--- config.mk ---
export PLATFORM = sky130hd
export DESIGN_NAME = rv32_mc_sequencer
export DESIGN_NICKNAME = d
export VERILOG_FILES = /design/src/rtl/opcodes.sv /design/src/rtl/rv32_instr_classify.sv /design/src/rtl/rv32_mc_sequencer.sv
export SDC_FILE = /design/constraint.sdc
export NUM_CORES = 1
export LEC_CHECK = 0
export ABC_AREA = 1
export CAP_MARGIN = 5
export CORE_MARGIN = 10
export CORE_UTILIZATION = 42
export CTS_BUF_LIST = sky130_fd_sc_hd__clkbuf_4 sky130_fd_sc_hd__clkbuf_8 sky130_fd_sc_hd__clkbuf_16
export DETAILED_ROUTE_END_ITERATION = 6
export PLACE_DENSITY = 0.78
export SYNTH_ARGS = -nofsm -noshare
export SYNTH_HDL_FRONTEND = slang
export SYNTH_SLANG_ARGS = --single-unit
--- constraint.sdc ---
create_clock -name clk -period 1.5 [get_ports clk]
set_input_delay 0.15 -clock clk [delete_from_list [all_inputs] [get_ports clk]]
set_output_delay 0.15 -clock clk [all_outputs]
set_load 0.03 [all_outputs]
--- src/rtl/opcodes.sv ---
// Shared types and RV32I opcode match table for the multi-cycle sequencer.
`default_nettype none

package opcodes;

    typedef enum logic [2:0] {
        FETCH  = 3'd0,
        DECODE = 3'd1,
        EXEC   = 3'd2,
        MEM    = 3'd3,
        WB     = 3'd4,
        HALTED = 3'd5,
        TRAP   = 3'd6
    } ctrl_state_t;

    typedef enum logic [3:0] {
        ALU_R   = 4'd0,
        ALU_I   = 4'd1,
        LUI     = 4'd2,
        AUIPC   = 4'd3,
        JAL     = 4'd4,
        JALR    = 4'd5,
        BRANCH  = 4'd6,
        LOAD    = 4'd7,
        STORE   = 4'd8,
        ILLEGAL = 4'd9
    } instr_class_t;

    typedef enum logic [1:0] {
        WB_SEL_ALU = 2'd0,
        WB_SEL_MEM = 2'd1,
        WB_SEL_PC4 = 2'd2
    } wb_sel_t;

    // A word belongs to cls when (word & care) == value.
    typedef struct packed {
        logic [31:0]  care;
        logic [31:0]  value;
        instr_class_t cls;
    } opcode_mask_t;

    localparam int NUM_OPCODE_MASKS = 21;

    localparam opcode_mask_t OPCODE_MASKS [NUM_OPCODE_MASKS] = '{
        '{32'h0000_007F, 32'h0000_0037, LUI},
        '{32'h0000_007F, 32'h0000_0017, AUIPC},
        '{32'h0000_007F, 32'h0000_006F, JAL},
        '{32'h0000_707F, 32'h0000_0067, JALR},
        '{32'h0000_607F, 32'h0000_0063, BRANCH},   // BEQ/BNE
        '{32'h0000_407F, 32'h0000_4063, BRANCH},   // BLT/BGE/BLTU/BGEU
        '{32'h0000_607F, 32'h0000_0003, LOAD},     // LB/LH
        '{32'h0000_707F, 32'h0000_2003, LOAD},     // LW
        '{32'h0000_607F, 32'h0000_4003, LOAD},     // LBU/LHU
        '{32'h0000_607F, 32'h0000_0023, STORE},    // SB/SH
        '{32'h0000_707F, 32'h0000_2023, STORE},    // SW
        '{32'h0000_707F, 32'h0000_0013, ALU_I},    // ADDI
        '{32'h0000_607F, 32'h0000_2013, ALU_I},    // SLTI/SLTIU
        '{32'h0000_507F, 32'h0000_4013, ALU_I},    // XORI/ORI
        '{32'h0000_707F, 32'h0000_7013, ALU_I},    // ANDI
        '{32'hFE00_707F, 32'h0000_1013, ALU_I},    // SLLI
        '{32'hFE00_707F, 32'h0000_5013, ALU_I},    // SRLI
        '{32'hFE00_707F, 32'h4000_5013, ALU_I},    // SRAI
        '{32'hFE00_007F, 32'h0000_0033, ALU_R},    // funct7 = 0, all funct3
        '{32'hFE00_707F, 32'h4000_0033, ALU_R},    // SUB
        '{32'hFE00_707F, 32'h4000_5033, ALU_R}     // SRA
    };

    function automatic logic class_writes_rd(input instr_class_t c);
        return (c == ALU_R) || (c == ALU_I) || (c == LUI) || (c == AUIPC) ||
               (c == LOAD)  || (c == JAL)   || (c == JALR);
    endfunction

endpackage

`default_nettype wire

--- src/rtl/rv32_instr_classify.sv ---
// Combinational RV32I instruction classifier: class, halt detect, rd != x0.
`default_nettype none

module rv32_instr_classify
    import opcodes::*;
#(
    parameter logic [31:0] HALT_WORD = 32'h0001_0073
) (
    input  logic [31:0]  instr,
    output instr_class_t instr_class,
    output logic         is_halt,
    output logic         rd_nonzero
);

    // The mask table entries are disjoint, so scan order does not matter.
    always_comb begin
        instr_class = ILLEGAL;
        for (int i = 0; i < NUM_OPCODE_MASKS; i++) begin
            if ((instr & OPCODE_MASKS[i].care) == OPCODE_MASKS[i].value) begin
                instr_class = OPCODE_MASKS[i].cls;
            end
        end
    end

    assign is_halt    = (instr == HALT_WORD);
    assign rd_nonzero = (instr[11:7] != 5'd0);

endmodule

`default_nettype wire

--- src/rtl/rv32_mc_sequencer.sv ---
// Multi-cycle RV32I control FSM: fetch/decode/exec/mem/wb, owns PC and instret.
// Optional macro ILLEGAL_TRAP_EN: illegal words stop in a sticky TRAP state.
`default_nettype none

module rv32_mc_sequencer
    import opcodes::*;
#(
    parameter logic [31:0] RESET_PC  = 32'h0000_0000,
    parameter logic [31:0] HALT_WORD = 32'h0001_0073
) (
    input  logic        clk,
    input  logic        reset_n,
    output logic        imem_req,
    output logic [31:0] imem_addr,
    input  logic        imem_ack,
    input  logic [31:0] imem_rdata,
    output logic        dmem_req,
    output logic        dmem_we,
    input  logic        dmem_ack,
    input  logic [31:0] alu_result,
    input  logic        branch_taken,
    output logic [31:0] instr,
    output logic [31:0] pc,
    output logic        rf_we,
    output logic [1:0]  wb_sel,
    output logic [31:0] instret,
    output logic        halted,
    output logic        trap
);

    localparam logic [31:0] C_PC_INIT = {RESET_PC[31:2], 2'b00};

    ctrl_state_t  r_state;
    ctrl_state_t  w_state_nxt;
    logic [31:0]  r_pc;
    logic [31:0]  w_pc_nxt;
    logic [31:0]  r_instr;
    logic [31:0]  w_instr_nxt;
    logic [31:0]  r_instret;
    logic [31:0]  w_instret_nxt;

    instr_class_t w_class;
    logic         w_is_halt;
    logic         w_rd_nonzero;
    logic         w_imem_req;
    logic         w_dmem_req;
    logic         w_rf_we;
    logic         w_redirect;
    wb_sel_t      w_wb_sel;

    rv32_instr_classify #(
        .HALT_WORD (HALT_WORD)
    ) u_classify (
        .instr       (r_instr),
        .instr_class (w_class),
        .is_halt     (w_is_halt),
        .rd_nonzero  (w_rd_nonzero)
    );

    always_ff @(posedge clk or negedge reset_n) begin
        if (!reset_n) begin
            r_state   <= FETCH;
            r_pc      <= C_PC_INIT;
            r_instr   <= 32'd0;
            r_instret <= 32'd0;
        end else begin
            r_state   <= w_state_nxt;
            r_pc      <= w_pc_nxt;
            r_instr   <= w_instr_nxt;
            r_instret <= w_instret_nxt;
        end
    end

    assign w_redirect = (w_class == JAL) || (w_class == JALR) ||
                        ((w_class == BRANCH) && branch_taken);

    always_comb begin
        w_state_nxt   = r_state;
        w_pc_nxt      = r_pc;
        w_instr_nxt   = r_instr;
        w_instret_nxt = r_instret;
        w_imem_req    = 1'b0;
        w_dmem_req    = 1'b0;
        w_rf_we       = 1'b0;
        case (r_state)
            FETCH: begin
                w_imem_req = 1'b1;
                if (imem_ack) begin
                    w_instr_nxt = imem_rdata;
                    w_state_nxt = DECODE;
                end
            end
            DECODE: begin
                if (w_is_halt) begin
                    w_state_nxt = HALTED;
                end else if (w_class == ILLEGAL) begin
`ifdef ILLEGAL_TRAP_EN
                    w_state_nxt = TRAP;
`else
                    w_state_nxt = WB;
`endif
                end else begin
                    w_state_nxt = EXEC;
                end
            end
            EXEC: begin
                if ((w_class == LOAD) || (w_class == STORE)) begin
                    w_state_nxt = MEM;
                end else begin
                    w_state_nxt = WB;
                end
            end
            MEM: begin
                w_dmem_req = 1'b1;
                if (dmem_ack) begin
                    w_state_nxt = WB;
                end
            end
            WB: begin
                // Illegal words reaching WB retire as NOPs: class is never a writer.
                w_rf_we       = class_writes_rd(w_class) && w_rd_nonzero;
                w_pc_nxt      = w_redirect ? (alu_result & ~32'h3) : (r_pc + 32'd4);
                w_instret_nxt = r_instret + 32'd1;
                w_state_nxt   = FETCH;
            end
            HALTED, TRAP: begin
                w_state_nxt = r_state;
            end
            default: begin
                w_state_nxt = FETCH;
            end
        endcase
    end

    always_comb begin
        w_wb_sel = WB_SEL_ALU;
        if (w_class == LOAD) begin
            w_wb_sel = WB_SEL_MEM;
        end else if ((w_class == JAL) || (w_class == JALR)) begin
            w_wb_sel = WB_SEL_PC4;
        end
    end

    // Gating with reset_n lets an asserted reset kill a pending fetch at once,
    // since FETCH is also the reset state.
    assign imem_req  = w_imem_req & reset_n;
    assign imem_addr = r_pc;
    assign dmem_req  = w_dmem_req;
    assign dmem_we   = w_dmem_req && (w_class == STORE);
    assign instr     = r_instr;
    assign pc        = r_pc;
    assign rf_we     = w_rf_we;
    assign wb_sel    = w_wb_sel;
    assign instret   = r_instret;
    assign halted    = (r_state == HALTED);

`ifdef ILLEGAL_TRAP_EN
    assign trap = (r_state == TRAP);
`else
    assign trap = 1'b0;
`endif

endmodule

`default_nettype wire

==> flow_summary.ini, run 1 <==
[status]
status = finished, violations left
violations = setup timing

[drt]
drc = 0
drt_iter0_drc = 501
wl_per_cell_um = 19.6
antenna_left = 0
dr.pass1.iters = 5
via_count = 7149
wl_mm = 26.0
vias_per_cell = 5.39

[power]
pwr-share-comb_pct = 64.2
p_leak_nw = 5.24
pwr-share-clk_pct = 12.7
p_sw_mw = 9.31
vdd_ir_drop_max_mv = 1.84
p_int_mw = 10.4
p_per_area_mw_per_mm2 = 1810
swShare_pct = 47.3
pwr-share-seq_pct = 23.1

[floorplanning]
start_util_pct = 43.0
ioPinCount = 205
core-area_mm2 = 0.0139
dieWidth_um = 140
fp.dieH_um = 140
dieArea_mm2 = 0.0195
rows = 43

[synthesis]
yosysTopAreaCell = dfrtp_1
synth_cells = 767
synthFlopType = dfrtp_1
ys_top_cells_by_area = dfrtp_1 (40%), nand2_1 (8.8%), nor2_1 (6.4%)
synth_edf_count = 0
yosys_register_bits = 97
netlist_area_mm2 = 0.00600
seq_area_frac_synth_pct = 40.5
synth-async-reset-ratio_pct = 100
avgSynthCellArea_um2 = 7.82
synth_cell_types = 43
synth.top_cell.area_share_pct = 40.5
ys_warn_count = 0

[clock_network]
clock-root-buffer = clkbuf_16
cts_buffer_depth = 2
path_clk_slew_ps = 80
cts_made_buffers = 9
cts.htree.levels = 3
cts_tree = built
cts.sink_count = 97
clk_latency_ps = 360

[sta]
setup_viol = 93
rsz0062_at_grt = true
final.setup_skew_ps = 10.9
hold_viol = 0
finalCritPeriodShare_pct = 139
timing.final.ws_setup_ps = -590
fmax_mhz = 479
final_max_slew_viol_count = 0
finalCriticalPeriod_ps = 2090
fin_tns_setup_ps = -25290

[finish]
fin_cells = 1327
areaGrowthSynthToFinish_pct = 81.2
diodes = 0
nets = 1213
fillCellCount = 854
drive_above_1_share_pct = 43.6

[worst_setup_path]
r2r_start = r_state[0]
r2r_end = instret[31]
r2r_slack_ps = -420
start_kind = flip-flop
required_ps = 1350
crit_path_max_fanout = 3
criticalPathCategory = reg -> out
cp.arrival_ps = 1940
crit_path_end_kind = primary output
r2r_cells = 12

[global_routing]
grt_overflow = 0
grt_pass1_wl_mm = 37.9
antenna_found_initial = 0
grtUsageTotal_pct = 23.7
grt_pass1_vias = 7332
grt_max_degree = 85

[place]
dp.cells = 1263
globalplace.congestion = 0.955
place_hpwl_mm = 16.3
port-buffer-count = 197

[job]
cap_violations = 0

[hold_path]
hold_class = in -> async
## how the worst max path moves through the flow
stage | slack (ps) | startpoint | depth (start not counted) | to
after CTS | -390 | instr[6] | 11 | rf_we
after global routing | -650 | instr[3] | 10 | rf_we
after detailed placement | -200 | instr[3] | 10 | imem_addr[17]
after global placement | -180 | instr[14] | 10 | imem_addr[17]
after floorplan | -180 | imem_addr[2] | 10 | imem_addr[22]
final | -590 | instr[28] | 10 | rf_we
## through the flow
step	hold slack, ps	util [%]	worst slack, ps	area, µm²	power [mW]
5_1_grt	216	78.0	-649	10900	20.6
3_3_place_gp	31.8	67.4	-179	9390	15.1
2_1_floorplan	-146	-	-183	6220	10.2
4_1_cts	208	74.1	-386	10300	18.1
6_report	194	78.0	-590	10900	19.7
3_5_place_dp	31.1	67.4	-201	9390	15.2
## power by group through the flow
stage / Clock, mW / Combinational [mW] / Sequential [mW]
floorplan: 0 / 4.01 / 6.15
global placement: 0 / 10.7 / 4.41
detailed placement: 0 / 10.8 / 4.45
CTS: 2.46 / 11.2 / 4.42
global route: 2.62 / 13.3 / 4.64
finish: 2.50 / 12.7 / 4.55
## critical path, cell delays in order (launching register included)
cell and delay, ps:
dfrtp_1 410, nor2_2 200, nand2_1 160, inv_1 150, nand2_1 70, nand3_1 80
nand2_1 70, nand2_1 100, nor2_2 60, nor3_4 110, buf_6 160
## registers in the layout (all words and copies together), names as in the netlist
name,count
instret,32
r_state,3
imem_addr,30
instr,32
## cell usage after synthesis (3+ instances only)
master,number
nand4_1,20
buf_4,38
inv_1,89
nand3_2,3
mux2_2,18
nand3_1,44
nor2_1,103
xnor2_1,10
inv_2,3
o21ai_0,43
buf_2,6
dfrtp_1,97
nand3b_1,3
nor2_4,7
clkbuf_1,6
or2_2,3
a21oi_1,19
o22ai_1,4
xor2_1,31
nand2_1,141
nor3_1,24
o211ai_1,15
nand2_2,5
nor4_1,10
## layout make-up
type                       count  area [µm²]  area share [%]
tap                          180         225            2.07
sequential                    97        2470            22.7
timing repair buffer         411        3820            35.2
inverter                      92         373            3.43
clock buffer                  11         246            2.27
multi-input combinational    531        3670            33.8
clock inverter                 5        61.3           0.564
## layout by cell type, fill, tap and decap left out, types with 30 or more instances in the layout
master           instances
dlygate4sd2_1          100
o21ai_1                 33
nor2_4                  32
inv_1                   74
buf_6                   36
dfrtp_2                 35
clkdlybuf4s50_1         65
buf_4                  167
nor2_1                  54
dfrtp_1                 62
xor2_1                  30
nand2_1                114
## kinds of logic after synthesis
| kind of cell | synth area share, % |
|---|---|
| buffers and inverters | 11.5 |
| adder cells (fa/ha/maj) | 0.417 |
| XOR/XNOR | 5.99 |
| flip-flops | 40.5 |
| AND/OR/NAND/NOR | 29.7 |
| other | 0.0625 |
| AO/OA/AOI/OAI | 8.49 |
| multiplexers | 3.38 |
## routing by layer
metal	GRT usage, %	wire length, µm
met5	0	0
met3	8.47	2420
met4	9.77	1130
met2	40.6	13000
met1	26.0	9470
## what timing repair did
item                                    in CTS  in global routing
pin swaps                                   36                 33
endpoints found under the setup margin     199                112
gates resized for setup                    252                148
hold endpoints to repair                    13                  0
cloned                                       7                  5
setup buffers                               27                 21
hold buffers                                 1                  0
No activity file was read; power rests on OpenSTA's default activity.
==> run 2, diff against run 1 <==
--- a/config.mk
+++ b/config.mk
@@ -6,7 +6,6 @@
 export NUM_CORES = 1
 export LEC_CHECK = 0
 export ABC_AREA = 1
-export CAP_MARGIN = 5
 export CORE_MARGIN = 10
 export CORE_UTILIZATION = 42
 export CTS_BUF_LIST = sky130_fd_sc_hd__clkbuf_4 sky130_fd_sc_hd__clkbuf_8 sky130_fd_sc_hd__clkbuf_16
==> constraint.sdc (replaced) <==
create_clock -name clk -period 1.8 [get_ports clk]
set_input_delay 0.18 -clock clk [delete_from_list [all_inputs] [get_ports clk]]
set_output_delay 0.18 -clock clk [all_outputs]
set_load 0.03 [all_outputs]
==> flow_summary.ini, run 2 (synthesis results as in run 1) <==
[drt]
via_count = 6152
vias_per_cell = 5.17
drt_iter0_drc = 446
antenna_left = 0
dr.pass1.iters = 5
wl_per_cell_um = 17.1
wl_mm = 20.4
drc = 0

[sta]
rsz0062_at_grt = true
finalCritPeriodShare_pct = 115
hold_viol = 0
setup_viol = 3
final.setup_skew_ps = 9.06
tightestPinTransition_ps = 567
timing.final.ws_setup_ps = -279
final_max_slew_viol_count = 0
finalCriticalPeriod_ps = 2080
fmax_mhz = 481
maxSlewHeadroom_pct = 62.2
fin_hold_ws_ps = 229

[place]
place_area_mm2 = 0.00834
place_hpwl_mm = 15.2
place_ws_ps = -3.56
port-buffer-count = 197
globalplace.congestion = 0.969

[clock_network]
clock-root-buffer = clkbuf_16
cts.sink_count = 97
cts_tree = built
path_clk_slew_ps = 70
clk_latency_ps = 360
cts.htree.levels = 3
cts_made_buffers = 9
cts_buffer_depth = 2

[finish]
layout_commonest_cell = clkdlybuf4s50_1
mostFrequentLayoutCells = clkdlybuf4s50_1 (173), nand2_1 (123), dfrtp_1 (91)
diodes = 0
areaGrowthSynthToFinish_pct = 53.1
fillCellCount = 1123
fin_area_mm2 = 0.00919
nets = 1077
drive_above_1_share_pct = 22.4

[global_routing]
antenna_found_initial = 0
use_met2_pct = 31.4
grtUsageTotal_pct = 19.8
grt_use_met3_pct = 8.64
grt-busiest-layer = met2
grt_pass1_vias = 6127
grt_overflow = 0
use_met1_pct = 23.1
grt_max_degree = 51
grt_pass1_wl_mm = 31.9

[power]
p_leak_nw = 4.15
vdd_ir_drop_max_mv = 1.06
p_per_area_mw_per_mm2 = 1500

[floorplanning]
ioPinCount = 205
dieArea_mm2 = 0.0195
start_util_pct = 43.0
fp.dieH_um = 140
rows = 43
core-area_mm2 = 0.0139
dieWidth_um = 140

[worst_setup_path]
r2r_slack_ps = -20
cp.arrival_ps = 1900
crit_path_max_fanout = 4
criticalPathCategory = reg -> out
required_ps = 1620
crit_path_end_kind = primary output
start_kind = flip-flop

[job]
cap_violations = 0

[status]
status = finished, violations left
violations = setup timing

[hold_path]
hold_class = in -> async
## run 2: changes by cell type in the layout (fill, tap and decap cells not counted), sizes merged
cell,delta
clkinv,-1
buf,-144
dlygate4sd2,-93
clkbuf,-15
inv,+2
clkdlybuf4s50,+108
dlymetal6s2s,+11
clkdlybuf4s15,-5
clkinvlp,+1
## run 2: path summary, 6_finish.rpt
check                                   start  depth (start not counted)            end
worst min-delay path                  reset_n                          2  imem_addr[12]
worst max-delay path                 instr[3]                         10          rf_we
worst min register to register    instret[15]                          1    instret[15]
worst max register to register       instr[3]                         13  imem_addr[21]
max in group asynchronous             reset_n                          3       instr[6]
min in group clk                imem_rdata[6]                          3       instr[6]
## run 2: power by group
group | internal, mW | total [mW] | switching, mW
sequential | 2.92 | 3.77 | 0.858
combinational | 3.31 | 7.99 | 4.68
clock | 1.10 | 2.05 | 0.941
## run 2: what timing repair did
action / in CTS / in global routing
buffers inserted: 4 / 14
resized for setup: 21 / 129
setup endpoints to repair: 13 / 49
cloned: 0 / 3
hold buffers: 1 / 0
hold endpoints to repair: 15 / 0
pin swaps: 1 / 19
## run 2: layout make-up
| type | count | area [µm²] | share of cell area, % |
|---|---|---|---|
| clock buffer | 9 | 225 | 2.45 |
| clock inverter | 7 | 83.8 | 0.913 |
| inverter | 92 | 348 | 3.79 |
| multi-input combinational | 531 | 3180 | 34.6 |
| sequential | 97 | 2430 | 26.5 |
| tap | 180 | 225 | 2.45 |
| timing repair buffer | 275 | 2690 | 29.3 |
## run 2: critical path: stages, from the launching register on
cell     delay [ps]
dfrtp_1         430
inv_2            80
nand2_2          70
nor2_4          110
buf_6           140
nand2_4          60
o21a_1          200
nand3_2         100
nor2_4           50
nor3_4          140
buf_6           160
## run 2: routing by layer
metal  up-vias  share of wire, %
met4         0               3.3
met2       254                47
met1      2901                40
met3        51                10
li1       2946                 -
met5         -                 0
## run 2: stage by stage
step	utilization, %	power (mW)	cells	setup TNS, ps
floorplan	-	8.19	771	-7.85
global placement	59.8	11.2	1154	0
detailed placement	59.8	11.3	1154	-3.56
CTS	62.5	13.4	1175	-288
global route	65.9	14.7	1191	-3220
finish	65.9	13.8	1191	-301
==> run 3, diff against run 2 <==
--- a/config.mk
+++ b/config.mk
@@ -6,11 +6,12 @@
 export NUM_CORES = 1
 export LEC_CHECK = 0
 export ABC_AREA = 1
+export CORE_ASPECT_RATIO = 0.7
 export CORE_MARGIN = 10
-export CORE_UTILIZATION = 42
+export CORE_UTILIZATION = 46
 export CTS_BUF_LIST = sky130_fd_sc_hd__clkbuf_4 sky130_fd_sc_hd__clkbuf_8 sky130_fd_sc_hd__clkbuf_16
 export DETAILED_ROUTE_END_ITERATION = 6
-export PLACE_DENSITY = 0.78
+export PLACE_DENSITY = 0.81
 export SYNTH_ARGS = -nofsm -noshare
 export SYNTH_HDL_FRONTEND = slang
 export SYNTH_SLANG_ARGS = --single-unit
==> constraint.sdc (replaced) <==
create_clock -name clk -period 2.2 [get_ports clk]
set_input_delay 0.22 -clock clk [delete_from_list [all_inputs] [get_ports clk]]
set_output_delay 0.22 -clock clk [all_outputs]
set_load 0.03 [all_outputs]
==> flow_summary.ini, run 3 (synthesis results as in run 1) <==
[power]
pwr-share-clk_pct = 15.6
p_leak_nw = 3.69
vdd_ir_drop_max_mv = 0.828
p_sw_mw = 5.19
p_int_mw = 5.68
swShare_pct = 47.7
pwr-share-comb_pct = 54.7
p_per_area_mw_per_mm2 = 1280
p_total_mw = 10.9
pwr-share-seq_pct = 29.7

[sta]
hold_viol = 0
tightestPinTransition_ps = 697
timing.final.ws_setup_ps = 19.1
maxSlewHeadroom_pct = 53.5
rsz0062_at_grt = true
fin_tns_setup_ps = 0
final.setup_skew_ps = 9.98
final_max_slew_viol_count = 0
setup_viol = 0
fmax_mhz = 459
finalCriticalPeriod_ps = 2180
finalCritPeriodShare_pct = 99.1
fin_hold_ws_ps = 443

[floorplanning]
core-area_mm2 = 0.0126
dieArea_mm2 = 0.0181
fp.dieH_um = 116
ioPinCount = 205
start_util_pct = 47.6
dieWidth_um = 156
rows = 34

[finish]
drive_above_1_share_pct = 13.8
layout_commonest_cell = clkdlybuf4s50_1
mostFrequentLayoutCells = clkdlybuf4s50_1 (191), nand2_1 (134), dfrtp_1 (93)
fin_area_mm2 = 0.00851
utilization_pct = 67.6
fillCellCount = 1034
nets = 1026
diodes = 0
areaGrowthSynthToFinish_pct = 41.9
fin_cells = 1122

[clock_network]
cts_made_buffers = 9
cts_buffer_depth = 2
cts_tree = built
cts.sink_count = 97
cts.htree.levels = 3
clock-root-buffer = clkbuf_16
clk_latency_ps = 350
path_clk_slew_ps = 80

[worst_setup_path]
endpoint = rf_we
r2r_cells = 10
worst_path_max_delay_cell = dfrtp_2
cp_cell_sequence = inv_2 > nand2_1 > nor2_2 > nand2_4 > o21a_1 > nand3_2 > nor2_4 > nor3_4 > buf_6
crit_buf_inv = 2
r2r_end = imem_addr[18]
r2r_start = imem_addr[3]
start_kind = flip-flop
cpPeakStageDelay_ps = 480
criticalPathCategory = reg -> out
crit_path_max_fanout = 7
cpLargestDelayFamily = simple AND/OR/NAND/NOR gates
cp.arrival_ps = 1960
crit_path_end_kind = primary output
path_depth = 9
r2r_slack_ps = 150
required_ps = 1980
crit_start = instr[6]

[global_routing]
grt_overflow = 0
antenna_found_initial = 0
grt_pass1_vias = 5715
grt_max_degree = 53
grt_pass1_wl_mm = 30.7
grtUsageTotal_pct = 21.1

[place]
place_hpwl_mm = 15.1
place_area_mm2 = 0.00795
port-buffer-count = 197
globalplace.congestion = 0.921
dp.cells = 1091
place_ws_ps = 163

[drt]
drt_iter0_drc = 419
wl_per_cell_um = 17.3
drc = 0
via_count = 5894
dr.pass1.iters = 5
vias_per_cell = 5.25
antenna_left = 0
wl_mm = 19.4

[job]
cap_violations = 0

[status]
status = complete, no violations

[hold_path]
hold_class = in -> reg
-- run 3: worst reg2reg max path, stage by stage, from the launching register on --
cell and delay [ps]:
dfrtp_1 480, ha_1 210, nand2_1 140, nor3_4 300
inv_1 120, nor2_1 140, nand2_1 120, o21ai_0 190
nand2_1 80, nor2_1 90, o22ai_1 70
-- run 3: per-layer routing --
layer	track usage, %	up-vias	wire length, µm
met5	0	-	0
met4	4.95	0	330
met3	7.55	33	1940
met2	33.4	251	8850
met1	27.1	2767	8280
li1	-	2843	-
-- run 3: layout make-up --
| class | instances | area, µm² | share of cell area [%] |
|---|---|---|---|
| multi-input combinational | 531 | 3030 | 35.5 |
| tap | 162 | 203 | 2.38 |
| sequential | 97 | 2430 | 28.6 |
| inverter | 92 | 348 | 4.09 |
| clock buffer | 9 | 225 | 2.65 |
| clock inverter | 7 | 95.1 | 1.12 |
| timing repair buffer | 224 | 2180 | 25.7 |
-- run 3: worst min-delay path by stage --
stage                        start             to  cells after the start
global placement           reset_n      instr[22]                      2
detailed placement         reset_n      instr[22]                      2
floorplan                  reset_n  imem_addr[10]                      0
finish              imem_rdata[12]      instr[12]                      3
CTS                 imem_rdata[12]      instr[12]                      3
global route         imem_rdata[4]       instr[4]                      3
-- run 3: repair_timing --
item                       in CTS  in global routing
hold endpoints to repair       45                  0
hold buffers                    1                  0
setup endpoints to repair       5                 18
cloned                          0                  0
pin swaps                       1                 10
buffers inserted                2                 12
gates resized for setup        13                 40
-- run 3: power groups by stage --
| stage | registers (mW) | clock network (mW) | logic [mW] |
|---|---|---|---|
| 2_1_floorplan | 4.10 | 0 | 2.59 |
| 3_3_place_gp | 3.16 | 0 | 5.62 |
| 3_5_place_dp | 3.19 | 0 | 5.70 |
| 4_1_cts | 3.17 | 1.73 | 5.75 |
| 5_1_grt | 3.33 | 1.81 | 6.37 |
| 6_report | 3.23 | 1.69 | 5.95 |
